$ cat config.mk
export PLATFORM = sky130hd
export DESIGN_NAME = fetch_unit
export DESIGN_NICKNAME = d
export VERILOG_FILES = /design/src/rtl/fetch_pkg.sv /design/src/rtl/fetch_fifo.sv /design/src/rtl/fetch_unit.sv
export SDC_FILE = /design/constraint.sdc
export NUM_CORES = 1
export LEC_CHECK = 0
export CAP_MARGIN = 10
export CORE_ASPECT_RATIO = 0.8
export CORE_MARGIN = 1.5
export CORE_UTILIZATION = 30
export CTS_CLUSTER_SIZE = 8
export DETAILED_ROUTE_END_ITERATION = 12
export GPL_TIMING_DRIVEN = 0
export HOLD_SLACK_MARGIN = 0.08
export SETUP_SLACK_MARGIN = 0.15
export SLEW_MARGIN = 40
export SYNTH_ARGS = -nofsm -noshare
export SYNTH_HDL_FRONTEND = slang
export SYNTH_HIERARCHICAL = 1
export SYNTH_SLANG_ARGS = --single-unit
$ cat constraint.sdc
create_clock -name clk -period 2.95 [get_ports clk]
set_input_delay 0.59 -clock clk [delete_from_list [all_inputs] [get_ports clk]]
set_output_delay 0.59 -clock clk [all_outputs]
set_load 0.1 [all_outputs]
$ cat src/rtl/fetch_pkg.sv
// Shared types and constants for the instruction fetch unit.
package fetch_pkg;

  localparam int unsigned XLEN = 32;
  localparam logic [XLEN-1:0] NOP_INSTR = 32'h0000_0013;

  typedef enum logic [0:0] {
    StBoot,
    StFetch
  } fetch_state_e;

  typedef struct packed {
    logic [XLEN-1:0] pc;
    logic [XLEN-1:0] instr;
  } fetch_entry_t;

endpackage

$ cat src/rtl/fetch_fifo.sv
// Synchronous FIFO holding fetched {pc, instr} entries for decode.
module fetch_fifo
  import fetch_pkg::*;
#(
  parameter int unsigned DEPTH = 4,
  localparam int unsigned AW = $clog2(DEPTH),
  localparam int unsigned CW = AW + 1
) (
  input  logic         clk,
  input  logic         rst,
  input  logic         push,
  input  fetch_entry_t push_data,
  input  logic         pop,
  input  logic         flush,
  output fetch_entry_t head,
  output logic [CW-1:0] count,
  output logic         empty
);

  fetch_entry_t  mem [DEPTH];
  logic [AW-1:0] wr_ptr_q;
  logic [AW-1:0] rd_ptr_q;
  logic [CW-1:0] count_q;
  logic          full;
  logic          do_push;
  logic          do_pop;

  assign empty   = (count_q == '0);
  assign full    = (count_q == CW'(DEPTH));
  assign do_pop  = pop && !empty;
  // A push into a full buffer is only legal when a pop frees a slot the same cycle.
  assign do_push = push && (!full || do_pop);
  assign head    = mem[rd_ptr_q];
  assign count   = count_q;

  // Entry storage; contents are don't-care until counted valid.
  always_ff @(posedge clk) begin
    if (do_push) begin
      mem[wr_ptr_q] <= push_data;
    end
  end

  // Pointer and occupancy tracking; flush empties the buffer in one cycle.
  always_ff @(posedge clk or negedge rst) begin
    if (!rst) begin
      wr_ptr_q <= '0;
      rd_ptr_q <= '0;
      count_q  <= '0;
    end else if (flush) begin
      wr_ptr_q <= '0;
      rd_ptr_q <= '0;
      count_q  <= '0;
    end else begin
      if (do_push) wr_ptr_q <= wr_ptr_q + 1'b1;
      if (do_pop)  rd_ptr_q <= rd_ptr_q + 1'b1;
      count_q <= count_q + CW'(do_push) - CW'(do_pop);
    end
  end

  // The fetch credit scheme must never let a response land in a full buffer.
  assert property (@(posedge clk) disable iff (!rst) !(push && full && !pop))
    else $error("fetch_fifo: push into full buffer");

endmodule

$ cat src/rtl/fetch_unit.sv
// Instruction fetch unit: credit-limited request stream, in-order response
// capture into a small buffer, and redirect handling with stale-response discard.
module fetch_unit
  import fetch_pkg::*;
#(
  parameter logic [31:0] RESET_PC = 32'h0000_0000,
  parameter int unsigned DEPTH    = 4
) (
  input  logic        clk,
  input  logic        rst,
  output logic        imem_req_valid,
  input  logic        imem_req_ready,
  output logic [31:0] imem_addr,
  input  logic        imem_rsp_valid,
  input  logic [31:0] imem_rdata,
  input  logic        redirect_valid,
  input  logic [31:0] redirect_pc,
  output logic        if_id_valid,
  input  logic        if_id_ready,
  output logic [31:0] if_id_instr,
  output logic [31:0] if_id_pc
);

  localparam int unsigned CW = $clog2(DEPTH) + 1;

  fetch_state_e  state_q, state_d;
  logic [31:0]   pc_q, pc_d;
  logic [31:0]   rsp_pc_q, rsp_pc_d;
  logic [CW-1:0] outstanding_q, outstanding_d;
  logic [CW-1:0] discard_q, discard_d;

  logic [CW-1:0] fifo_count;
  logic          fifo_empty;
  fetch_entry_t  fifo_head;
  fetch_entry_t  push_data;
  logic          req_hs;
  logic          push;
  logic          pop;
  logic [CW:0]   credit_used;
  logic [31:0]   redirect_target;

  assign redirect_target = {redirect_pc[31:2], 2'b00};
  assign credit_used     = {1'b0, outstanding_q} + {1'b0, fifo_count};
  assign imem_req_valid  = (state_q == StFetch) && (credit_used < (CW + 1)'(DEPTH));
  assign imem_addr       = pc_q;
  assign req_hs          = imem_req_valid && imem_req_ready;

  // Responses still owed to a flushed stream, or arriving in a redirect cycle, are dropped.
  assign push            = imem_rsp_valid && (discard_q == '0) && !redirect_valid;
  // New-stream fetches are sequential, so the response pc is tracked by a
  // running counter instead of a per-request pc queue.
  assign push_data.pc    = rsp_pc_q;
  assign push_data.instr = imem_rdata;

  assign if_id_valid = !fifo_empty;
  assign pop         = if_id_valid && if_id_ready;
  assign if_id_instr = if_id_valid ? fifo_head.instr : NOP_INSTR;
  assign if_id_pc    = if_id_valid ? fifo_head.pc : 32'h0000_0000;

  // FSM state register.
  always_ff @(posedge clk or negedge rst) begin
    if (!rst) state_q <= StBoot;
    else      state_q <= state_d;
  end

  // FSM next state: one boot cycle, then fetch until reset.
  always_comb begin
    state_d = state_q;
    unique case (state_q)
      StBoot:  state_d = StFetch;
      StFetch: state_d = StFetch;
      default: state_d = StBoot;
    endcase
  end

  // Next-state for fetch pointers and in-flight bookkeeping.
  always_comb begin
    pc_d          = pc_q;
    rsp_pc_d      = rsp_pc_q;
    discard_d     = discard_q;
    outstanding_d = outstanding_q + CW'(req_hs) - CW'(imem_rsp_valid);

    if (redirect_valid) begin
      pc_d      = redirect_target;
      rsp_pc_d  = redirect_target;
      // Everything still in flight after this cycle belongs to the old stream.
      discard_d = outstanding_d;
    end else begin
      if (req_hs) pc_d = pc_q + 32'd4;
      if (push)   rsp_pc_d = rsp_pc_q + 32'd4;
      if (imem_rsp_valid && (discard_q != '0)) discard_d = discard_q - 1'b1;
    end
  end

  // Fetch pointer and in-flight counter registers.
  always_ff @(posedge clk or negedge rst) begin
    if (!rst) begin
      pc_q          <= RESET_PC;
      rsp_pc_q      <= RESET_PC;
      outstanding_q <= '0;
      discard_q     <= '0;
    end else begin
      pc_q          <= pc_d;
      rsp_pc_q      <= rsp_pc_d;
      outstanding_q <= outstanding_d;
      discard_q     <= discard_d;
    end
  end

  fetch_fifo #(
    .DEPTH(DEPTH)
  ) u_fifo (
    .clk       (clk),
    .rst       (rst),
    .push      (push),
    .push_data (push_data),
    .pop       (pop),
    .flush     (redirect_valid),
    .head      (fifo_head),
    .count     (fifo_count),
    .empty     (fifo_empty)
  );

endmodule
## After elaboration in Yosys (flattened, before gate mapping)

Memories as Yosys holds them, arrays and structs flattened.
Cells that the tools add are included.

| operators by class | value |
|---|---|
| add/sub/neg operators | 10 |
| $lt $le $gt $ge | 1 |
| eq/ne operators | 1 |
| mux-type cells | 15 |
| reductions and logical operators | 20 |

Operators by type and width:

| kind | number |
|---|---|
| 32-bit 2-to-1 mux | 6 |
| 32-bit by 3-bit adder with 32-bit output, second input constant | 2 |
| 2-bit nonzero test | 5 |
| 3-bit 2-to-1 mux | 3 |
| 1-bit logical AND | 8 |
| 2-bit 2-to-1 mux | 4 |
| 3-bit by 1-bit adder with 3-bit output | 2 |
| 3-bit zero test | 2 |
| 3-bit by 1-bit subtractor with 3-bit output | 2 |
| 2-bit by 1-bit adder with 2-bit output, second input constant | 2 |
| 3-bit by 3-bit adder with 4-bit output | 1 |
| 4-bit by 3-bit < comparator with 1-bit output, second input constant | 1 |
| 3-bit equality test, second input constant | 1 |
| 1-bit zero test | 3 |
| 3-bit nonzero test | 1 |
| 3-bit by 1-bit subtractor with 3-bit output, second input constant | 1 |
| 1-bit 2-to-1 mux | 2 |
| 1-bit logical OR | 1 |

| storage, ports and cells | value |
|---|---|
| register bits after elaboration | 78 |
| RAM bits | 256 |
| output and inout port bits | 98 |
| word-level logic and storage cells | 56 |
| memories kept | 1 |

Memories:

| memory | words | bits a word | rd ports | clocked after memory_dff | wr ports | RTL line | text |
|---|---|---|---|---|---|---|---|
| u_fifo.mem | 4 | 64 | 1 | 0 | 1 | fetch_fifo.sv:20 | `fetch_entry_t mem [DEPTH];` |

## Depth between registers and ports, before layout

| logic depth | value |
|---|---|
| depth after elaboration | 9 |
| depth in mapped cells | 13 |
| mapped depth without buffers | 13 |

## Hierarchy

The synthesis kept the hierarchy.

Modules (own cells, without submodules):

| module | instances | cells an instance | area each (um^2) |
|---|---|---|---|
| fetch_fifo | 1 | 380 | 9,674.3 |
| fetch_unit | 1 | 524 | 4,563.1 |

## Worst setup path after synthesis

No wires, ideal clock.

| timing path | value |
|---|---|
| path kind | input to register |
| from | input port redirect_valid |
| to | memory u_fifo/mem[0][0] (netlist bit), enable pin |
| library setup time | 0.429 ns |
| data arrival time | 2.906 ns |
| required time | 2.521 ns |
| slack | -0.385 ns |
| stages | 5 |
| buffers on the path | 2 |
| cells stage by stage | clkbuf_1 -> buf_1 -> nor2_1 -> o41a_1 -> and2_1 |

| between the ends | value |
|---|---|
| word-level cells in the longest chain between the ends | 5 |

Ends and longest elaborated chain:

| item | RTL line | text |
|---|---|---|
| start: declaration | fetch_unit.sv:16 | `input logic redirect_valid,` |
| 1-bit zero test | fetch_unit.sv:49 | `assign push = imem_rsp_valid && (discard_q == '0) && !redirect_valid;` |
| 1-bit logical AND | fetch_unit.sv:49 |  |
| named net push | fetch_unit.sv:37 | `logic push;` |
| 1-bit logical AND | fetch_fifo.sv:32 | `assign do_push = push && (!full \|\| do_pop);` |
| 1-bit 2-to-1 mux | fetch_fifo.sv:38 | `if (do_push) begin` |
| 1-bit 2-to-1 mux (not written as such) | fetch_fifo.sv:39 | `mem[wr_ptr_q] <= push_data;` |
| end: declaration | fetch_fifo.sv:20 |  |

The timed path passes the listed nets, and every way through them passes these cells.

==> run_results.csv <==
group,metric,value,unit
sta,slew_headroom,0.529,
synth,ys_ff_latch,330,
finish,mostFrequentLayoutCell,"edfxtp_1",
synth,synth_area,14200,um2
sta,max_clock_freq,358,MHz
sta,whs,0.471,ns
route,drt-pass1-iter-count,5,
finish,fillers,4317,
placed_design,hpwlAfterDp,24.2,mm
clocking,root_buffer,"clkbuf_16",
synth,yosys_warnings,6,
synth,ys_seq_area_frac,0.670,
clocking,cts.sinks,330,
placed_design,dp_slack,-0.946,ns
synth,ys_types,55,
power_and_ir_drop,p_int,9.20,mW
synth,synthCells,904,
power_and_ir_drop,clockPowerShare,0.367,
run_status,status,"finished, final reports clean",
clocking,cts_max_level,2,
synth,synth_area_per_cell,15.7,um2
sta,finalCritPeriodShare,0.947,
synth,synthSimpleGateAreaFrac,0.118,
clocking,cts_buffers,47,
clocking,clk_path_buf_depth,3,
floorplan,fp-row-count,71,
finish,final_cell_mix,"256 x edfxtp_1, 70 x dfrtp_1, 66 x clkdlybuf4s50_1",
floorplan,initial_utilization,0.304,
finish,syn_to_final_growth,35.9,%
sta,rsz0062_at_grt,"true",
job,drv_cap,0,
route,drt-initial-drc-count,703,
worst_setup_path,crit_required,2.36,ns
power_and_ir_drop,p_per_area,682,nW/um2
sta,maxSlewViolCount,0,
placed_design,gp_congestion,0.839,
route,final_antenna_net_count,0,
sta,setup_violations,0,
worst_setup_path,worstPathMaxFanout,5,
power_and_ir_drop,peakVddDrop,0.469,mV
sta,timing.final.ws_setup,0.157,ns
worst_hold_path,hp-class,"in -> async",
global_route,grt_overflow_total,0,
power_and_ir_drop,p_sw_frac,0.302,
placed_design,port_buffers,163,
synth,synth_edf_count,256,
global_route,grt_max_degree,55,
floorplan,dieHeight,198,um
floorplan,die_w,247,um
finish,finalNetCount,1256,
placed_design,dp.cells,1705,
finish,final_util,0.412,
synth,synth_top_family_by_area,"simple AND/OR/NAND/NOR gates",
worst_setup_path,worstSetupPathType,"reg -> out",
route,wirelength,36.6,mm
power_and_ir_drop,seq_power_share,0.420,
power_and_ir_drop,switching_power,3.99,mW
floorplan,ios,168,
global_route,grt_pass1_wl,53.7,mm
sta,clock_skew,0.0279,ns
sta,fin_crit,2.79,ns
finish,fin_cells,1816,
clocking,clk_pin_slew,0.05,ns
worst_setup_path,critPathCaptureType,"output pin",
route,vias,9069,
route,via_per_inst,4.99,
clocking,cts_tree,"yes",
sta,tightest_slew,0.707,ns
power_and_ir_drop,leakagePower,6.64,nW
floorplan,die_area,48800,um2
global_route,first_global_vias,8918,
power_and_ir_drop,combPwrFrac,0.213,
route,drc_errors,0,
synth,synth-main-ff-cell,"edfxtp_1",
synth,synth_compound_area_frac,0.0501,
synth,muxShareOfSynthArea,0.111,
global_route,grt_use_total,0.145,
floorplan,core-area,46900,um2
synth,synthAdderAreaFrac,0.0151,
synth,async_reset_ff_frac,0.224,
finish,layout-drive-gt1-share,0.313,
route,wl_per_cell,20.1,um
worst_setup_path,critPathLaunchType,"flop",
global_route,antenna_found_initial,0,
clocking,clk_latency,0.55,ns
worst_setup_path,worstPathArrival,2.20,ns
synth,synth-xor-area-share,0.0129,
sta,hold_viol,0,
finish,num_antenna_cells,0,
## worst paths after layout
kind | from | endpoint | slack (ns) | cells after the start
setup / recovery | u_fifo/rd_ptr_q[0]$_DFFE_PN0P_ | if_id_pc[30] | 0.16 | 5
hold / removal | rst | imem_addr[17]$_DFFE_PN0N_ | 0.47 | 2
setup reg to reg | u_fifo/count[2]$_DFF_PN0_ | imem_addr[29]$_DFFE_PN0N_ | 0.20 | 10
hold reg to reg | outstanding_q[1]$_DFF_PN0_ | outstanding_q[2]$_DFF_PN0_ | 0.56 | 1
max in group asynchronous | rst | u_fifo/count[2]$_DFF_PN0_ | 1.91 | 3
min in group clk | outstanding_q[1]$_DFF_PN0_ | outstanding_q[2]$_DFF_PN0_ | 0.56 | 1
## power by group through the flow
| stage | Sequential (mW) | Combinational [mW] | Clock (mW) |
|---|---|---|---|
| floorplan | 5.87 | 1.49 | 0 |
| global placement | 5.61 | 2.47 | 0 |
| detailed placement | 5.62 | 2.38 | 0 |
| CTS | 5.54 | 2.54 | 4.98 |
| global route | 5.57 | 2.97 | 5.18 |
| finish | 5.54 | 2.81 | 4.84 |
## critical path: stages, from the launching register on
cell and delay (ns):
dfrtp_2 0.41, buf_8 0.15, clkbuf_16 0.16, mux4_2 0.51
nor2b_1 0.15, clkbuf_4 0.28
## metrics by stage
step | instance area (um2) | TNS, ns | total power [mW]
detailed placement | 16500 | -151.46 | 7.99
floorplan | 14400 | -0.378 | 7.35
finish | 19300 | 0 | 13.2
CTS | 18300 | 0 | 13.1
global route | 19300 | 0 | 13.7
global placement | 16800 | -565.79 | 8.09
## kinds of logic (layout without fill, tap and decap cells)
group | after synthesis | after routing
AND/OR/NAND/NOR | 285 | 285
buffers and inverters | 74 | 357
multiplexers | 76 | 76
flip-flops | 330 | 330
XOR/XNOR | 21 | 21
AO/OA/AOI/OAI | 100 | 100
other | 2 | 11
adder cells (fa/ha/maj) | 16 | 16
## cells in the mapped netlist, drive strengths merged, types with 13 or more instances
master / count / share of area
clkbuf: 33 / 0.0087
nand2: 24 / 0.0063
or4: 19 / 0.010
edfxtp: 256 / 0.54
inv: 22 / 0.0058
ha: 14 / 0.012
nand4: 19 / 0.0083
nor2b: 68 / 0.030
nor4: 23 / 0.010
a31oi: 25 / 0.011
buf: 18 / 0.0083
nand3: 20 / 0.0074
mux4: 64 / 0.10
o31ai: 21 / 0.011
nor3: 13 / 0.0046
nor2: 41 / 0.011
dfrtp: 74 / 0.13
xnor2: 17 / 0.010
## routing by layer
metal	vias up	track usage	routed length, um	share of wire
li1	4107	-	-	-
met1	4579	0.214	17100	0.47
met2	339	0.216	16400	0.45
met3	44	0.0355	2560	0.070
met4	0	0.0307	503	0.014
met5	-	0	0	0
## flip-flops by register name, indices dropped and copies added (netlist names)
register         count
u_fifo/rd_ptr_q      2
rsp_pc_q            30
u_fifo/count         3
discard_q            3
imem_addr           30
outstanding_q        3
u_fifo/wr_ptr_q      2
state_q              1
u_fifo/mem         256
## repair_timing
| item | 4_1_cts | 5_1_grt |
|---|---|---|
| setup buffers | 12 | 18 |
| hold buffers | 1 | 0 |
| setup endpoints to repair | 344 | 105 |
| endpoints found under the hold margin | 20 | 0 |
| gates resized for setup | 132 | 197 |
| pin swaps | 4 | 6 |
| cloned | 1 | 5 |
## area by class of cell
| type | instances | area, um2 | share of cell area |
|---|---|---|---|
| Inverter | 23 | 86.3 | 0.00446 |
| Multi-Input combinational cell | 509 | 4770 | 0.247 |
| Timing Repair Buffer | 209 | 2440 | 0.126 |
| Sequential cell | 330 | 9540 | 0.493 |
| Clock buffer | 72 | 1290 | 0.0667 |
| Buffer | 50 | 397 | 0.0205 |
| Clock inverter | 3 | 32.5 | 0.00168 |
| Tap cell | 620 | 776 | 0.0401 |
No activity file was read; power rests on OpenSTA's default activity.
